==> config.mk <==
export PLATFORM = sky130hd
export DESIGN_NAME = logic_op_identifier
export DESIGN_NICKNAME = d
export VERILOG_FILES = /design/src/rtl/logic_op_pkg.sv /design/src/rtl/logic_op_match.sv /design/src/rtl/logic_op_identifier.sv
export SDC_FILE = /design/constraint.sdc
export NUM_CORES = 1
export LEC_CHECK = 0
export CAP_MARGIN = 15
export CORE_MARGIN = 5
export CORE_UTILIZATION = 46
export DETAILED_ROUTE_END_ITERATION = 10
export HOLD_SLACK_MARGIN = 0.12
export PLACE_DENSITY = 0.8
export RECOVER_POWER = 25
export SLEW_MARGIN = 5
export SYNTH_ARGS = -nofsm -noshare
export SYNTH_HDL_FRONTEND = slang
export SYNTH_SLANG_ARGS = --single-unit
==> constraint.sdc <==
create_clock -name clk -period 3.81 [get_ports clk]
set_input_delay 0.762 -clock clk [delete_from_list [all_inputs] [get_ports clk]]
set_output_delay 0.762 -clock clk [all_outputs]
set_load 0.01 [all_outputs]
==> src/rtl/logic_op_pkg.sv <==
// Shared definitions for the logic-op identifier.
// Holds the op-code encoding (same as the logic unit select), the FSM state
// type and two small mask helpers used when narrowing the candidate set.
package logic_op_pkg;

  localparam logic [1:0] OP_AND  = 2'b00;
  localparam logic [1:0] OP_OR   = 2'b01;
  localparam logic [1:0] OP_XOR  = 2'b10;
  localparam logic [1:0] OP_XNOR = 2'b11;

  typedef enum logic [1:0] {
    IDLE    = 2'b00,
    COLLECT = 2'b01,
    RESULT  = 2'b10
  } state_t;

  // Number of ops still consistent in a candidate mask
  function automatic logic [2:0] popCount4(input logic [3:0] mask);
    popCount4 = 3'(mask[0]) + 3'(mask[1]) + 3'(mask[2]) + 3'(mask[3]);
  endfunction

  // Index of the single set bit; only meaningful when exactly one bit is set
  function automatic logic [1:0] onehotIndex(input logic [3:0] mask);
    case (mask)
      4'b0001: onehotIndex = OP_AND;
      4'b0010: onehotIndex = OP_OR;
      4'b0100: onehotIndex = OP_XOR;
      4'b1000: onehotIndex = OP_XNOR;
      default: onehotIndex = OP_AND;
    endcase
  endfunction

endpackage

==> src/rtl/logic_op_match.sv <==
// Combinational match vector for one observed (a, b, d) triple.
// Bit k of m is set when op k applied to a and b reproduces d on every bit.
// Ports:
//   a, b : observed operands
//   d    : observed result
//   m    : per-op match flags, indexed by op code
module logic_op_match
  import logic_op_pkg::*;
#(
  parameter int WIDTH = 4
) (
  input  logic [WIDTH-1:0] a,
  input  logic [WIDTH-1:0] b,
  input  logic [WIDTH-1:0] d,
  output logic [3:0]       m
);

  assign m[OP_AND]  = ((a & b) == d);
  assign m[OP_OR]   = ((a | b) == d);
  assign m[OP_XOR]  = ((a ^ b) == d);
  assign m[OP_XNOR] = (~(a ^ b) == d);

endmodule

==> src/rtl/logic_op_identifier.sv <==
// Identifies which of AND/OR/XOR/XNOR produced a stream of observed
// (a, b, d) triples. Each accepted sample removes the ops it contradicts
// from the candidate mask; the verdict is issued once one op remains, none
// remain, or the sample budget runs out with several still alive.
// Ports:
//   clk, rst          : clock and async active-high reset
//   start             : pulse that begins (or restarts) an identification
//   in_valid/in_ready : sample handshake for a/b/d
//   a, b, d           : observed operands and result
//   busy              : identification in progress
//   done              : one-cycle pulse when the verdict is ready
//   op_id, err        : verdict (op code, failure flag)
//   cand              : live candidate mask
//   sample_cnt        : samples accepted so far
module logic_op_identifier
  import logic_op_pkg::*;
#(
  parameter  int WIDTH       = 4,
  parameter  int MAX_SAMPLES = 8,
  localparam int CNT_W       = $clog2(MAX_SAMPLES + 1)
) (
  input  logic             clk,
  input  logic             rst,
  input  logic             start,
  input  logic             in_valid,
  output logic             in_ready,
  input  logic [WIDTH-1:0] a,
  input  logic [WIDTH-1:0] b,
  input  logic [WIDTH-1:0] d,
  output logic             busy,
  output logic             done,
  output logic [1:0]       op_id,
  output logic             err,
  output logic [3:0]       cand,
  output logic [CNT_W-1:0] sample_cnt
);

  localparam logic [CNT_W-1:0] MAX_CNT = CNT_W'(MAX_SAMPLES);

  state_t           state_q;
  logic [3:0]       cand_q;
  logic [CNT_W-1:0] sampleCnt_q;
  logic [1:0]       opId_q;
  logic             err_q;

  logic [3:0]       matchVec;
  logic [3:0]       nextCand_d;
  logic [CNT_W-1:0] nextCnt_d;
  logic [2:0]       nextPop;
  logic             accept;

  logic_op_match #(.WIDTH(WIDTH)) u_match (
    .a (a),
    .b (b),
    .d (d),
    .m (matchVec)
  );

  // A start pulse blocks acceptance so a colliding sample is dropped
  assign in_ready   = (state_q == COLLECT) & ~start;
  assign accept     = in_valid & in_ready;
  assign nextCand_d = cand_q & matchVec;
  assign nextCnt_d  = sampleCnt_q + CNT_W'(1);
  assign nextPop    = popCount4(nextCand_d);

  // Identification FSM with candidate, counter and verdict registers
  always_ff @(posedge clk or posedge rst) begin
    if (rst) begin
      state_q     <= IDLE;
      cand_q      <= 4'b1111;
      sampleCnt_q <= '0;
      opId_q      <= OP_AND;
      err_q       <= 1'b0;
    end else if (start) begin
      state_q     <= COLLECT;
      cand_q      <= 4'b1111;
      sampleCnt_q <= '0;
      opId_q      <= OP_AND;
      err_q       <= 1'b0;
    end else begin
      case (state_q)
        IDLE: begin
          state_q <= IDLE;
        end
        COLLECT: begin
          if (accept) begin
            // cand keeps the surviving set so the error cause stays visible
            cand_q      <= nextCand_d;
            sampleCnt_q <= nextCnt_d;
            if (nextPop == 3'd1) begin
              state_q <= RESULT;
              opId_q  <= onehotIndex(nextCand_d);
              err_q   <= 1'b0;
            end else if (nextPop == 3'd0) begin
              state_q <= RESULT;
              opId_q  <= OP_AND;
              err_q   <= 1'b1;
            end else if (nextCnt_d == MAX_CNT) begin
              state_q <= RESULT;
              err_q   <= 1'b1;
            end
          end
        end
        RESULT: begin
          state_q <= IDLE;
        end
        default: begin
          state_q <= IDLE;
        end
      endcase
    end
  end

  assign busy       = (state_q == COLLECT);
  assign done       = (state_q == RESULT);
  assign op_id      = opId_q;
  assign err        = err_q;
  assign cand       = cand_q;
  assign sample_cnt = sampleCnt_q;

endmodule

# --- Word level (Yosys, flattened, before mapping) ---
# Index checks and enable logic that the tools add are counted.
word_totals:
  ff_bits: 13
  in_bits: 16
  out_inout_bits: 14
classes:
  addsub: 4
  n_eq_ne: 13
  n_mux: 24
  bitwise: 8
  n_reduce_logical: 9
op_table:
  columns: ["operator", "count"]
  rows:
  - ["$mux W4", 6]
  - ["$mux W2", 11]
  - ["$eq A4 B4 Y1", 4]
  - ["$and A4 B4 Y4", 2]
  - ["$eq A4 B4 Y1 const B", 2]
  - ["$mux W1", 6]
  - ["$pmux W2 S3", 1]
  - ["$reduce_and A3 Y1", 2]
  - ["$ne A5 B2 Y1 const B", 1]
  - ["$add A4 B1 Y4 const B", 1]
  - ["$eq A4 B2 Y1 const B", 1]
  - ["$eq A4 B3 Y1 const B", 1]
  - ["$not A4 Y4", 1]
  - ["$or A4 B4 Y4", 1]
  - ["$reduce_and A2 Y1", 2]
  - ["$reduce_bool A2 Y1", 2]
  - ["$reduce_bool A4 Y1", 1]
  - ["$xor A4 B4 Y4", 1]
  - ["$add A2 B1 Y3", 1]
  - ["$add A3 B1 Y3", 1]
  - ["$eq A3 B1 Y1 const B", 1]
  - ["$logic_not A3 Y1", 1]
  - ["$ne A3 B2 Y1 const B", 1]
  - ["$reduce_bool A3 Y1", 1]
  - ["other kinds (5)", 6]

# --- Logic depth before layout (Yosys ltp) ---
depth:
  ltp_word: 13
  mapped_depth: 13
  ltp_nobuf: 13

# --- Modules after synthesis ---
# From an unflattened synthesis, not the netlist that was laid out.
unflattened:
  cells_unflattened: 110
  area_unflattened_um2: 1054.8
modules_own_cells:
  columns: ["mod", "n_inst", "cells_each", "area_per_inst_um2", "seq_area_each_um2"]
  rows:
  - ["logic_op_identifier", 1, 78, 792.0, 330.3]
  - ["logic_op_match", 1, 32, 262.8, 0.0]

# --- Worst setup path before layout ---
# Ideal clock, no wire load.
synth_timing:
  kind: "input-to-reg"
  from: "input port a[3]"
  to: "register err_q, in the netlist err"
  setup_time_ns: 0.099
  arrival_time_ns: 3.242
  required_ns: 3.711
  slack_ns: 0.469
  stages: 12
  n_path_buf: 0
  cell_sequence: "ha_1 inv_1 o221ai_1 or4b_1 inv_1 fa_1 ha_1 ha_1 nor2_1 a31o_2 a21oi_1 a311oi_1"
synth_via:
  elab_chain_len: 12
  word_cells_on_any_way: 21
  cone_classes: "3 x add/sub; 5 x eq/ne; 5 x mux; 5 x bitwise; 3 x reduce/logical"
synth_lines:
  columns: ["item", "line_no", "text"]
  rows:
  - ["start, declared", "logic_op_identifier.sv:27", "input logic [WIDTH-1:0] a,"]
  - ["$and A4 B4 Y4 / $or A4 B4 Y4 (equally long branches)", "logic_op_match.sv:18, logic_op_match.sv:19", null]
  - ["$eq A4 B4 Y1 (on tied branches)", "logic_op_match.sv:18, logic_op_match.sv:19", null]
  - ["$and A4 B4 Y4 *", "logic_op_identifier.sv:62", "assign nextCand_d = cand_q & matchVec;"]
  - ["$add A1 B1 Y2", "logic_op_pkg.sv:19", "popCount4 = 3'(mask[0]) + 3'(mask[1]) + 3'(mask[2]) + 3'(mask[3]);"]
  - ["$add A2 B1 Y3", "logic_op_pkg.sv:19", null]
  - ["$add A3 B1 Y3 *", "logic_op_pkg.sv:19", null]
  - ["$logic_not A3 Y1", "logic_op_identifier.sv:94", "end else if (nextPop == 3'd0) begin"]
  - ["$mux W1", "logic_op_identifier.sv:94", null]
  - ["$mux W1", "logic_op_identifier.sv:90", "if (nextPop == 3'd1) begin"]
  - ["$mux W1", "logic_op_identifier.sv:86", "if (accept) begin"]
  - ["$mux W1", "logic_op_identifier.sv:81", "case (state_q)"]
  - ["$mux W1", "logic_op_identifier.sv:74", "end else if (start) begin"]
  - ["end signal, assigned", "logic_op_identifier.sv:73", "err_q <= 1'b0;"]
  - ["end signal, assigned", "logic_op_identifier.sv:79", "err_q <= 1'b0;"]
  - ["end signal, assigned", "logic_op_identifier.sv:93", "err_q <= 1'b0;"]
  - ["end, declared", "logic_op_identifier.sv:44", "logic err_q;"]
# Every way passes the cells marked *; elsewhere a longest branch is shown, timed or not. The select of a mux whose other input is x is not followed.
# A chain may end at the register's enable or synchronous reset.

# --- Final worst setup path ---
layout_timing:
  from: "input port a[0]"
  to: "register err_q, in the netlist err"
# The elaborated chain is that of the path after synthesis.

==> results.ini <==
[power]
static-leakage-power_nw=0.678
power.density_nw_per_um2=262
peakVddDrop_v=0.000166

[finish]
final_util_pct=68.7
layout-drive-gt1-share_pct=12.7
antenna_cells=0
nets=173
mostFrequentLayoutCells=clkdlybuf4s50_1, inv_1, ha_1
fin_area_sq_um=1380
area_growth_pct=38.4
layout_commonest_cell=clkdlybuf4s50_1
fill_cells=170

[setup_path]
start_kind=primary input
arrival_ps=3830
critPathMaxFanout=4
crit_type=in -> reg
crit_path_end_kind=flop
crit_required_ps=3990

[clocking]
clk-insertion-delay-late_ps=280
cts_hold_buffers=0
tritoncts=yes
clk_pin_slew_worst_paths_ps=80
clkSinkCount=13
clk_path_buf_depth=2
htreeDepth=1
numCtsBuffers=3
root_buffer=clkbuf_4

[logic_synthesis]
synthesis.area_sq_um=993
yosysWarningCount=0
synth-seq-cells=13
synthesis.nets=136
ys_top_cells_by_area=dfrtp_1, ha_1, dfstp_2
yosysTopAreaCellShare_pct=22.7
ys_seq_area_share_pct=33.2
yosysUniqueCellTypes=30
yosys.area.top_type=dfrtp_1
netlist_instances=106
avgSynthCellArea_sq_um=9.37

[sta]
worst_slack_ps=161
whs_ps=501
period_minus_slack_ps=3650
slew_headroom_pct=66.4
grt_setup_unrepaired=no
fin_crit_sh_pct=95.8
max_slew.worst_pin.slew_ps=503
setup_viol=0
clock_skew_ps=0.972
hold_viol_final=0
timing.fmax_ghz=0.274
drv_slew=0

[detailed_routing]
via_count=859
antenna_left=0
routed_wirelength_mm=2.07
viasPerCell=5.08
dr.pass1.iters=4
drc=0
drt_first_iter_violations=7
wl_per_cell_um=12.2

[global_routing]
grt_pass1_vias=889
grt_pass1_wl_mm=3.49
grt_max_degree=15
grtUsageTotal_pct=14.0
antenna_found_initial=0
overflow=0

[hold_path]
hold_class=reg -> reg

[placement]
hpwl_mm=1.74
placed_area_sq_um=1350
gp_congestion=0.850
port_buffers=29
dp_slack_ps=-179

[flow_run]
cap_violations=0

[die]
die-area_sq_um=3190
die_h_um=56.5
ios=30
num_rows=16
start_util_pct=49.6
core_sq_um=2000
die_w_um=56.5

[outcome]
status=complete, no violations

-- routing by layer --
layer	GRT usage (%)	up-vias	share of wire, %
met4	9.15	0	2.8
met1	12.8	398	36
li1	-	420	-
met5	0	-	0
met2	26.7	32	54
met3	3.21	9	7.2
-- kinds of logic (layout without fill, tap and decap cells) --
| group | Yosys count | after routing | synth area share [%] |
|---|---|---|---|
| AO/OA/AOI/OAI | 15 | 15 | 11.0 |
| flip-flops | 13 | 13 | 33.2 |
| multiplexers | 1 | 1 | 1.51 |
| buffers and inverters | 18 | 54 | 6.93 |
| adder cells (fa/ha/maj) | 14 | 14 | 18.4 |
| AND/OR/NAND/NOR | 32 | 32 | 16.0 |
| XOR/XNOR | 13 | 13 | 13.0 |
-- final timing paths --
path,cells past startpoint,from,slack (ps),to
worst max-delay path,13,a[0],160,err
min in group asynchronous,2,rst,930,sample_cnt[3]
worst max register to register,10,cand[0],900,err
max in group asynchronous,2,rst,2530,cand[1]
worst min-delay path,1,op_id[0],500,op_id[0]
worst min register to register,1,op_id[0],500,op_id[0]
-- cells in the mapped netlist --
library cell and number:
xor2_1 5, nand2b_1 1, a22oi_1 1, xor2_2 2
a21o_1 1, a32o_1 2, fa_1 1, clkbuf_1 1
nand2_1 11, nor2b_1 4, a31o_2 1, o221ai_1 1
nor2_1 7, mux2_4 1, xnor2_1 6, o21ai_0 1
inv_1 16, nor3_1 3, and2_1 1, nand4_1 1
dfrtp_1 9, a211o_1 2, buf_2 1, a311oi_1 1
or4b_1 1, dfstp_2 4, a21oi_1 5, nand3_1 2
nand4_2 1, ha_1 13
-- worst max-delay path, cell delays in order --
cell	delay [ps]
clkdlybuf4s50_1	480
ha_1	160
nand2b_1	100
o221ai_1	100
or4b_1	560
inv_1	100
fa_1	430
ha_1	200
ha_1	290
nor2_2	180
a31o_2	160
a21oi_1	70
a311oi_1	250
-- registers in the layout, indices dropped and copies added, names as in the netlist --
register	count
cand	4
err	1
op_id	2
sample_cnt	4
state_q	2
-- power by group --
part	internal [W]	leakage, nW	switching (W)
combinational	0.0000633	0.501	0.0000542
sequential	0.000150	0.163	0.00000764
clock	0.0000407	0.0150	0.0000452
-- timing repair --
item,4_1_cts,5_1_grt
endpoints found under the setup margin,0,3
buffers inserted,0,0
resized for setup,0,1
-- through the flow --
step                      setup TNS [ps]  instances  total power, W
after CTS                              0        169        0.000365
after floorplan                        0        106        0.000223
after global routing                   0        169        0.000383
after detailed placement            -620        165        0.000279
after global placement             -71.3        165        0.000275
final                                  0        169        0.000361
-- final cells by class --
class | count | area [sq um] | share of cell area [%]
sequential | 13 | 330 | 24.0
clock buffer | 4 | 26.3 | 1.91
inverter | 16 | 60.1 | 4.37
multi-input combinational | 75 | 597 | 43.4
tap | 27 | 33.8 | 2.46
timing repair buffer | 34 | 328 | 23.8
No activity file was read; power rests on OpenSTA's default activity.
